--- config.mk ---
export PLATFORM = sky130hd
export DESIGN_NAME = sw_debounce_ab
export DESIGN_NICKNAME = d
export VERILOG_FILES = /design/src/rtl/sw_debounce_ab_pkg.sv /design/src/rtl/sw_debounce_ch.sv /design/src/rtl/sw_debounce_ab.sv
export SDC_FILE = /design/constraint.sdc
export NUM_CORES = 1
export LEC_CHECK = 0
export BUFFER_PORTS_ARGS = -buffer_cell sky130_fd_sc_hd__buf_2
export CELL_PAD_IN_SITES_DETAIL_PLACEMENT = 0
export CELL_PAD_IN_SITES_GLOBAL_PLACEMENT = 2
export CORE_MARGIN = 2
export CORE_UTILIZATION = 36
export CTS_BUF_LIST = sky130_fd_sc_hd__clkbuf_16
export DETAILED_ROUTE_END_ITERATION = 8
export PLACE_DENSITY = 0.72
export SLEW_MARGIN = 15
export SYNTH_ARGS = -nofsm -noshare
export SYNTH_HDL_FRONTEND = slang
export SYNTH_SLANG_ARGS = --single-unit
--- constraint.sdc ---
create_clock -name clk -period 1.9 [get_ports clk]
set_input_delay 0.57 -clock clk [delete_from_list [all_inputs] [get_ports clk]]
set_output_delay 0.57 -clock clk [all_outputs]
set_load 0.01 [all_outputs]
--- src/rtl/sw_debounce_ab_pkg.sv ---
// sw_debounce_ab_pkg: debounce FSM state encoding and default qualification time.
package sw_debounce_ab_pkg;
  localparam int DEB_CYCLES_DEF = 27000;
  localparam logic [1:0] REL    = 2'd0;
  localparam logic [1:0] WAIT_P = 2'd1;
  localparam logic [1:0] PRS    = 2'd2;
  localparam logic [1:0] WAIT_R = 2'd3;
  function automatic logic is_pressed(input logic [1:0] st);
    return st == PRS || st == WAIT_R;
  endfunction
endpackage

--- src/rtl/sw_debounce_ch.sv ---
// sw_debounce_ch: synchronizer, qualification counter and FSM for one push-button.
module sw_debounce_ch
  import sw_debounce_ab_pkg::*;
#(
  parameter int DEB_CYCLES = DEB_CYCLES_DEF,
  parameter bit ACTIVE_LOW = 1'b1
) (
  input  logic clk,
  input  logic rst_n,
  input  logic raw,
  output logic level,
  output logic press,
  output logic rls
);
  localparam int W = $clog2(DEB_CYCLES + 1);
  localparam logic [W-1:0] LAST = W'(DEB_CYCLES - 1);
  logic s1, s2, lvl;
  logic [1:0] st, nst;
  logic [W-1:0] cnt, ncnt;
  assign lvl = ACTIVE_LOW ? ~s2 : s2;
  // counter stops at LAST: the transition fires there, so it never wraps
  always_comb begin
    nst = st;
    ncnt = cnt;
    case (st)
      REL:     if (lvl) begin nst = WAIT_P; ncnt = '0; end
      WAIT_P:  if (!lvl) nst = REL; else if (cnt == LAST) nst = PRS; else ncnt = cnt + 1'b1;
      PRS:     if (!lvl) begin nst = WAIT_R; ncnt = '0; end
      default: if (lvl) nst = PRS; else if (cnt == LAST) nst = REL; else ncnt = cnt + 1'b1;
    endcase
  end
  always_ff @(posedge clk or negedge rst_n) begin
    if (!rst_n) begin
      s1 <= ACTIVE_LOW;
      s2 <= ACTIVE_LOW;
      st <= REL;
      cnt <= '0;
      level <= 1'b0;
      press <= 1'b0;
      rls <= 1'b0;
    end else begin
      s1 <= raw;
      s2 <= s1;
      st <= nst;
      cnt <= ncnt;
      level <= is_pressed(nst);
      press <= st == WAIT_P && nst == PRS;
      rls <= st == WAIT_R && nst == REL;
    end
  end
endmodule

--- src/rtl/sw_debounce_ab.sv ---
// sw_debounce_ab: two independent debounced push-buttons feeding the LED matrix stage.
module sw_debounce_ab
  import sw_debounce_ab_pkg::*;
#(
  parameter int DEB_CYCLES = DEB_CYCLES_DEF,
  parameter bit ACTIVE_LOW = 1'b1
) (
  input  logic clk,
  input  logic rst_n,
  input  logic swA_raw,
  input  logic swB_raw,
  output logic swA,
  output logic swB,
  output logic swA_press,
  output logic swB_press,
  output logic swA_release,
  output logic swB_release
);
  sw_debounce_ch #(.DEB_CYCLES(DEB_CYCLES), .ACTIVE_LOW(ACTIVE_LOW)) u_a (
    .clk(clk), .rst_n(rst_n), .raw(swA_raw), .level(swA), .press(swA_press), .rls(swA_release)
  );
  sw_debounce_ch #(.DEB_CYCLES(DEB_CYCLES), .ACTIVE_LOW(ACTIVE_LOW)) u_b (
    .clk(clk), .rst_n(rst_n), .raw(swB_raw), .level(swB), .press(swB_press), .rls(swB_release)
  );
endmodule
# Word-level counts from Yosys, hierarchy flattened
# Cells that the tools add are included.
# word_totals
register_bits	44
input_bits	4
output_inout_bits	6
elab_cells	74
# classes
n_addsub	2
n_eq_ne	18
mux	26
reduce_logical	14
# ops
op	n
15-bit two-way mux	10
15-bit case mux with 3 select lines	2
15-bit by 1-bit adder with 15-bit output (second input constant)	2
15-bit == test (second input constant)	2
2-bit two-way mux	12
2-bit == test (second input constant)	8
2-bit case mux with 3 select lines	2
2-bit zero test	4
2-bit != test (second input constant)	4
4-bit AND reduction	2
3-bit nonzero test	2
2-bit by 1-bit == test with 1-bit output (second input constant)	2
1-bit logical AND	4
2-bit by 1-bit != test with 1-bit output (second input constant)	2
1-bit logical OR	2

# Depth between registers and ports, before layout
# logic_depth
depth_word	6
mapped_depth	7
ltp_nobuf	6

# Hierarchy
# From an unflattened synthesis, not the netlist that was laid out.
# hier_totals
cells_unflattened	228
area_unflattened_um2	2307.2
# modules_own_cells
mod	instances	cells_each	area_each_um2	seq_area_each_um2
sw_debounce_ch	2	114	1153.6	528.0

# Worst setup path after synthesis
# Ideal clock, no wire load.
# synth_timing
path_kind	register to register
from	reg u_a.cnt[3]
to	reg u_a.cnt[10]
setup_time_ps	110
arrival_ps	1881
required_ps	1790
path_slack_ps	-92
path_stages_with_launch	7
path_buffers	2
period_less_slack_ps	1992
path_cell_list	dfrtp_1 > buf_6 > or4b_1 > or4_1 > buf_6 > a31o_1 > o41ai_1
# synth_via
elab_chain_len	4
word_cells_on_any_way	6
cone_classes	add/sub (1); eq/ne (1); mux (4)
# synth_lines
element	line_no	text
start, declared	sw_debounce_ch.sv:19	logic [W-1:0] cnt, ncnt;
start signal, assigned	sw_debounce_ch.sv:45	cnt <= ncnt;
15-bit by 1-bit adder with 15-bit output / 15-bit == test (equally long branches)	sw_debounce_ch.sv:27, sw_debounce_ch.sv:29	
15-bit two-way mux (*)	sw_debounce_ch.sv:27, sw_debounce_ch.sv:29	
15-bit two-way mux (on tied branches)	sw_debounce_ch.sv:29, sw_debounce_ch.sv:27	
15-bit case mux with 3 select lines (*)	sw_debounce_ch.sv:25	case (st)
# Mark *: on every way between the ends. The rest lies on a longest branch, timed or not. The select of a mux whose other input is x is not followed.
# A chain may end at the register's enable or synchronous reset.

# Worst setup path in the final report
# layout_timing
from	reg u_a.cnt[3]
to	reg u_a.cnt[1]
# layout_via
elab_chain_len	4
word_cells_on_any_way	5
cone_classes	eq/ne (1); mux (4)
# layout_lines
element	line_no
15-bit == test (*)	sw_debounce_ch.sv:27, sw_debounce_ch.sv:29
15-bit two-way mux (*)	n/a
15-bit two-way mux (on tied branches)	n/a
15-bit case mux with 3 select lines (*)	n/a
# Marks and branches as above.

==> impl_summary.md <==
STA
Setup repair after global routing could not meet its margin everywhere. The ratio of final minimum period to clock period is 0.987. The number of failing hold endpoints at the final stage is 0. The final hold slack is between 200 and 250 ps. The worst setup skew after layout is slightly above 5 ps. At the pin with the least slew margin, the transition time is about 450 ps. The final max-slew violation count is 0. Setup slack closes at between 20 and 30 ps. Setup violations remaining at the end of the flow were counted as 0. The clock period minus final worst setup slack is about 1900 ps. The normalized max-slew margin is 0.701. The maximum achievable frequency is roughly 530 MHz.

GRT
The pin count of the biggest net entering global routing is 28. The first global-routing pass estimated between 9 and 10 mm of wire. The global routing usage summed across all routing layers is 0.168. The initial antenna violation count came to 0.

The number of global-route vias before repair is ~1.8k. The leftover overflow at the end of global routing is 0.

Drt
The total routed wirelength is between 5 and 6 mm. Dividing the detail-routed via count by the number of cells gives 5.89. The number of nets with antenna violations after detailed routing is 0. The first detailed-routing pass took 5 iterations. For this block, the initial DRC count from the detailed router was about 180.

The wire length per cell is between 15 and 20 um. In the routed design, unresolved DRC markers number 0. The total via count after detailed routing is just under 2k.

Place
The area of placed instances is roughly 2500 um2. The number of input and output port buffers inserted is 9. Before CTS, the worst setup slack after placement is -0.960 ps.

Once placement completed, the tool counted placed cells totaling ~320. The HPWL after detailed placement is ~3.7 mm. The congestion estimate from routability-driven global placement came to 0.750.

Synthesis
The dominant synthesized flop cell is dfrtp_1. Ranked by total cell area, the synthesized netlist is headed by dfrtp_1, o31ai_1, dfstp_2, nand2_1, nand3_1. The number of standard cells after synthesis is 226. The number of enable flip-flop cells after synthesis is 0. After synthesis, the share of flip-flops with an asynchronous set or reset is 1.00. The synthesized area divided by synthesized cell count is roughly 10 um2. The parity-gate share of the synthesized area counting xor and xnor cells is 0.0117. Of the post-synthesis cell area, the dominant cell type holds 0.445.

Of the total synthesized cell area, the portion taken by AND, OR, NAND and NOR gates is 0.205. The count of warnings emitted by yosys is 0. By count the netlist is led by dfrtp_1, o31ai_1, nand2_1.

After synthesis, the largest family of logic cells by area is compound AO/OA/AOI/OAI gates. The post-synthesis share of cell area spent on full adders, half adders and majority gates is 0.0111. The sequential cell area fraction in the yosys report is 0.492. After synthesis, the share of cell area in mux cells is 0.0133. The largest total area in the synthesized netlist belongs to dfrtp_1.

The count of unique library cells instantiated by Yosys is 48. The synthesized-area fraction occupied by ao, oa, aoi and oai cells is 0.222. The number of nets handed over by synthesis was 232. The synthesized design contains 44 register bits.

Yosys instantiated no cell more often than dfrtp_1. In this run the cell area of the synthesized design comes to about 2200 um2.

Clock network
The clock passes through at most 2 buffers. The tree is rooted in a clkbuf_16. The post-cts hold buffer count is 0. The clock latency reported for the late side of the worst-skew pair is between 200 and 300 ps. TritonCTS built the clock tree.

The number of levels in the clock H-tree is 2. For this design, the sink count on the clock tree is 44. Clock-pin slew was measured on the worst setup and hold paths at about 60 ps. The TritonCTS buffer count is 5.

Worst setup path
The sort of element at the end of the critical path is a flip-flop. The required time of the worst setup path is slightly above 2000 ps. The arrival time at the worst endpoint is approximately 2000 ps.

Measured in cells, the most critical reg-to-reg path has a length of 6. Along the worst path, the maximum fanout reaches 6. STA classifies the critical path startpoint as a flip-flop. The flop-to-flop setup slack is around 26 ps. The worst reg2reg path endpoint is u_a.cnt[1].

The worst register-to-register path begins at u_a.cnt[3]. The critical path in this run is classified as reg2reg.

Floorplanning
The total I/O pin count is 10. The die covers a little under 7000 um2. In this run the vertical extent of the chip is 83.1 um. The area inside the core boundary is ~6000 um2. The initial standard-cell utilization of the core is 0.376. The number of standard-cell rows in the floorplan is 28. The horizontal extent of the die is approximately 83 um.

Final layout
The antenna diode count is 0. The share of post-route cells with drive strength above 1 is 0.202. The area of the multi-input gates is 1070 um2. The sequential cells in the finished layout cover a total of ~1100 um2. For this run, the number of standard cells in the final layout without fillers is 327. With fillers left out, the area of the finished cells amounts to around 2700 um2. The fill cell total of the finished layout is 580. The number of nets in the layout is 258. From synthesis to final layout, the design area changed by 21.2%.

Power and ir drop
The total net switching power is approximately 0.5 mW. Of the total power, the share spent switching nets is 0.220. The sequential group share of total power is 0.436. IR analysis of the VDD net gives a maximum drop of between 0.4 and 0.5 mV. The leakage power is approximately 1.2 nW. The share of power burned in the clock network is 0.481. The overall power after layout is 2.30 mW. The internal power of the cells totals ~1.8 mW. The power density of the placed cells is 844 nW/um2. The share of total power dissipated in combinational logic is 0.083.

Job
Max-cap violations in this run came to 0.

Worst hold path
The tightest min-delay check is of the in2async type.

Status
The flow ran to the end, and the final reports show no timing, DRC or antenna violations.
-- flip-flops by register name (all words and copies together) (netlist names) --
signal / flops
u_a.cnt: 15
u_b.cnt: 15
u_a.st: 2
u_b.st: 2
u_a.level: 1
u_a.press: 1
u_a.rls: 1
u_a.s1: 1
u_a.s2: 1
u_b.level: 1
u_b.press: 1
u_b.rls: 1
u_b.s1: 1
u_b.s2: 1
-- cell families (layout without fill, tap and decap cells) --
family | after synthesis | in the layout
buffers and inverters | 22 | 48
adders and majority gates | 2 | 2
AOI/OAI and AO/OA | 72 | 72
and+or+nand+nor | 80 | 80
muxes | 3 | 3
DFF | 44 | 44
xor gates and xnor gates | 3 | 3
-- critical path: stages, from the launching register on --
cell,delay [ps]
dfrtp_1,380
or4b_1,540
or4_4,450
buf_6,150
nand2_8,90
inv_4,50
mux2i_1,110
-- through the flow --
stage | util | setup TNS (ps)
after floorplan | - | 0
after detailed placement | 0.416 | -0.960
after global placement | 0.416 | 0
final | 0.455 | 0
after global routing | 0.455 | -60.7
after CTS | 0.447 | 0
-- how the worst max path moves through the flow --
| stage | start | to | slack [ps] | depth (start not counted) |
|---|---|---|---|---|
| 2_1_floorplan | u_a.cnt[3] | u_a.cnt[10] | 30 | 6 |
| 3_3_place_gp | u_a.cnt[9] | u_a.cnt[13] | 60 | 5 |
| 3_5_place_dp | u_a.cnt[9] | u_a.cnt[13] | -1 | 5 |
| 4_1_cts | u_a.cnt[9] | u_a.cnt[9] | 8 | 5 |
| 5_1_grt | u_a.cnt[3] | u_a.cnt[10] | -20 | 5 |
| 6_report | u_a.cnt[3] | u_a.cnt[1] | 30 | 6 |
-- repair_timing --
action,4_1_cts,5_1_grt
buffers inserted,0,2
resized for setup,0,7
endpoints found under the hold margin,0,0
endpoints found under the setup margin,0,17
-- placed cells by master, fill, tap and decap left out, types with 4 or more instances in the layout --
master	n
dfrtp_1	40
o31ai_1	26
buf_4	20
nand2_1	18
nand3_1	13
buf_2	9
nor2_1	8
inv_1	8
o21ai_1	7
nand4_1	6
and3_1	6
o21ai_0	6
nor3_1	6
a21oi_1	6
a31oi_1	5
clkbuf_16	5
and4_1	4
dfstp_2	4
-- routing by layer --
metal	global-route usage	part of all wire
met4	0.0447	0.013
met3	0.0437	0.039
met1	0.247	0.49
met5	0	0
met2	0.244	0.45
-- power groups by stage --
| stage | sequential, mW | combinational (mW) | clock [mW] |
|---|---|---|---|
| 2_1_floorplan | 1.01 | 0.119 | 0 |
| 3_3_place_gp | 1.02 | 0.187 | 0 |
| 3_5_place_dp | 1.02 | 0.189 | 0 |
| 4_1_cts | 1.00 | 0.190 | 1.13 |
| 5_1_grt | 1.01 | 0.213 | 1.16 |
| 6_report | 1.00 | 0.191 | 1.11 |
-- layout make-up --
class,count,share of cell area
sequential,44,0.406
multi-input combinational,160,0.391
timing repair buffer,32,0.0872
clock buffer,5,0.0459
tap,75,0.0344
clock inverter,2,0.0220
inverter,9,0.0133
Note: power is estimated with default switching activity, not from simulation.
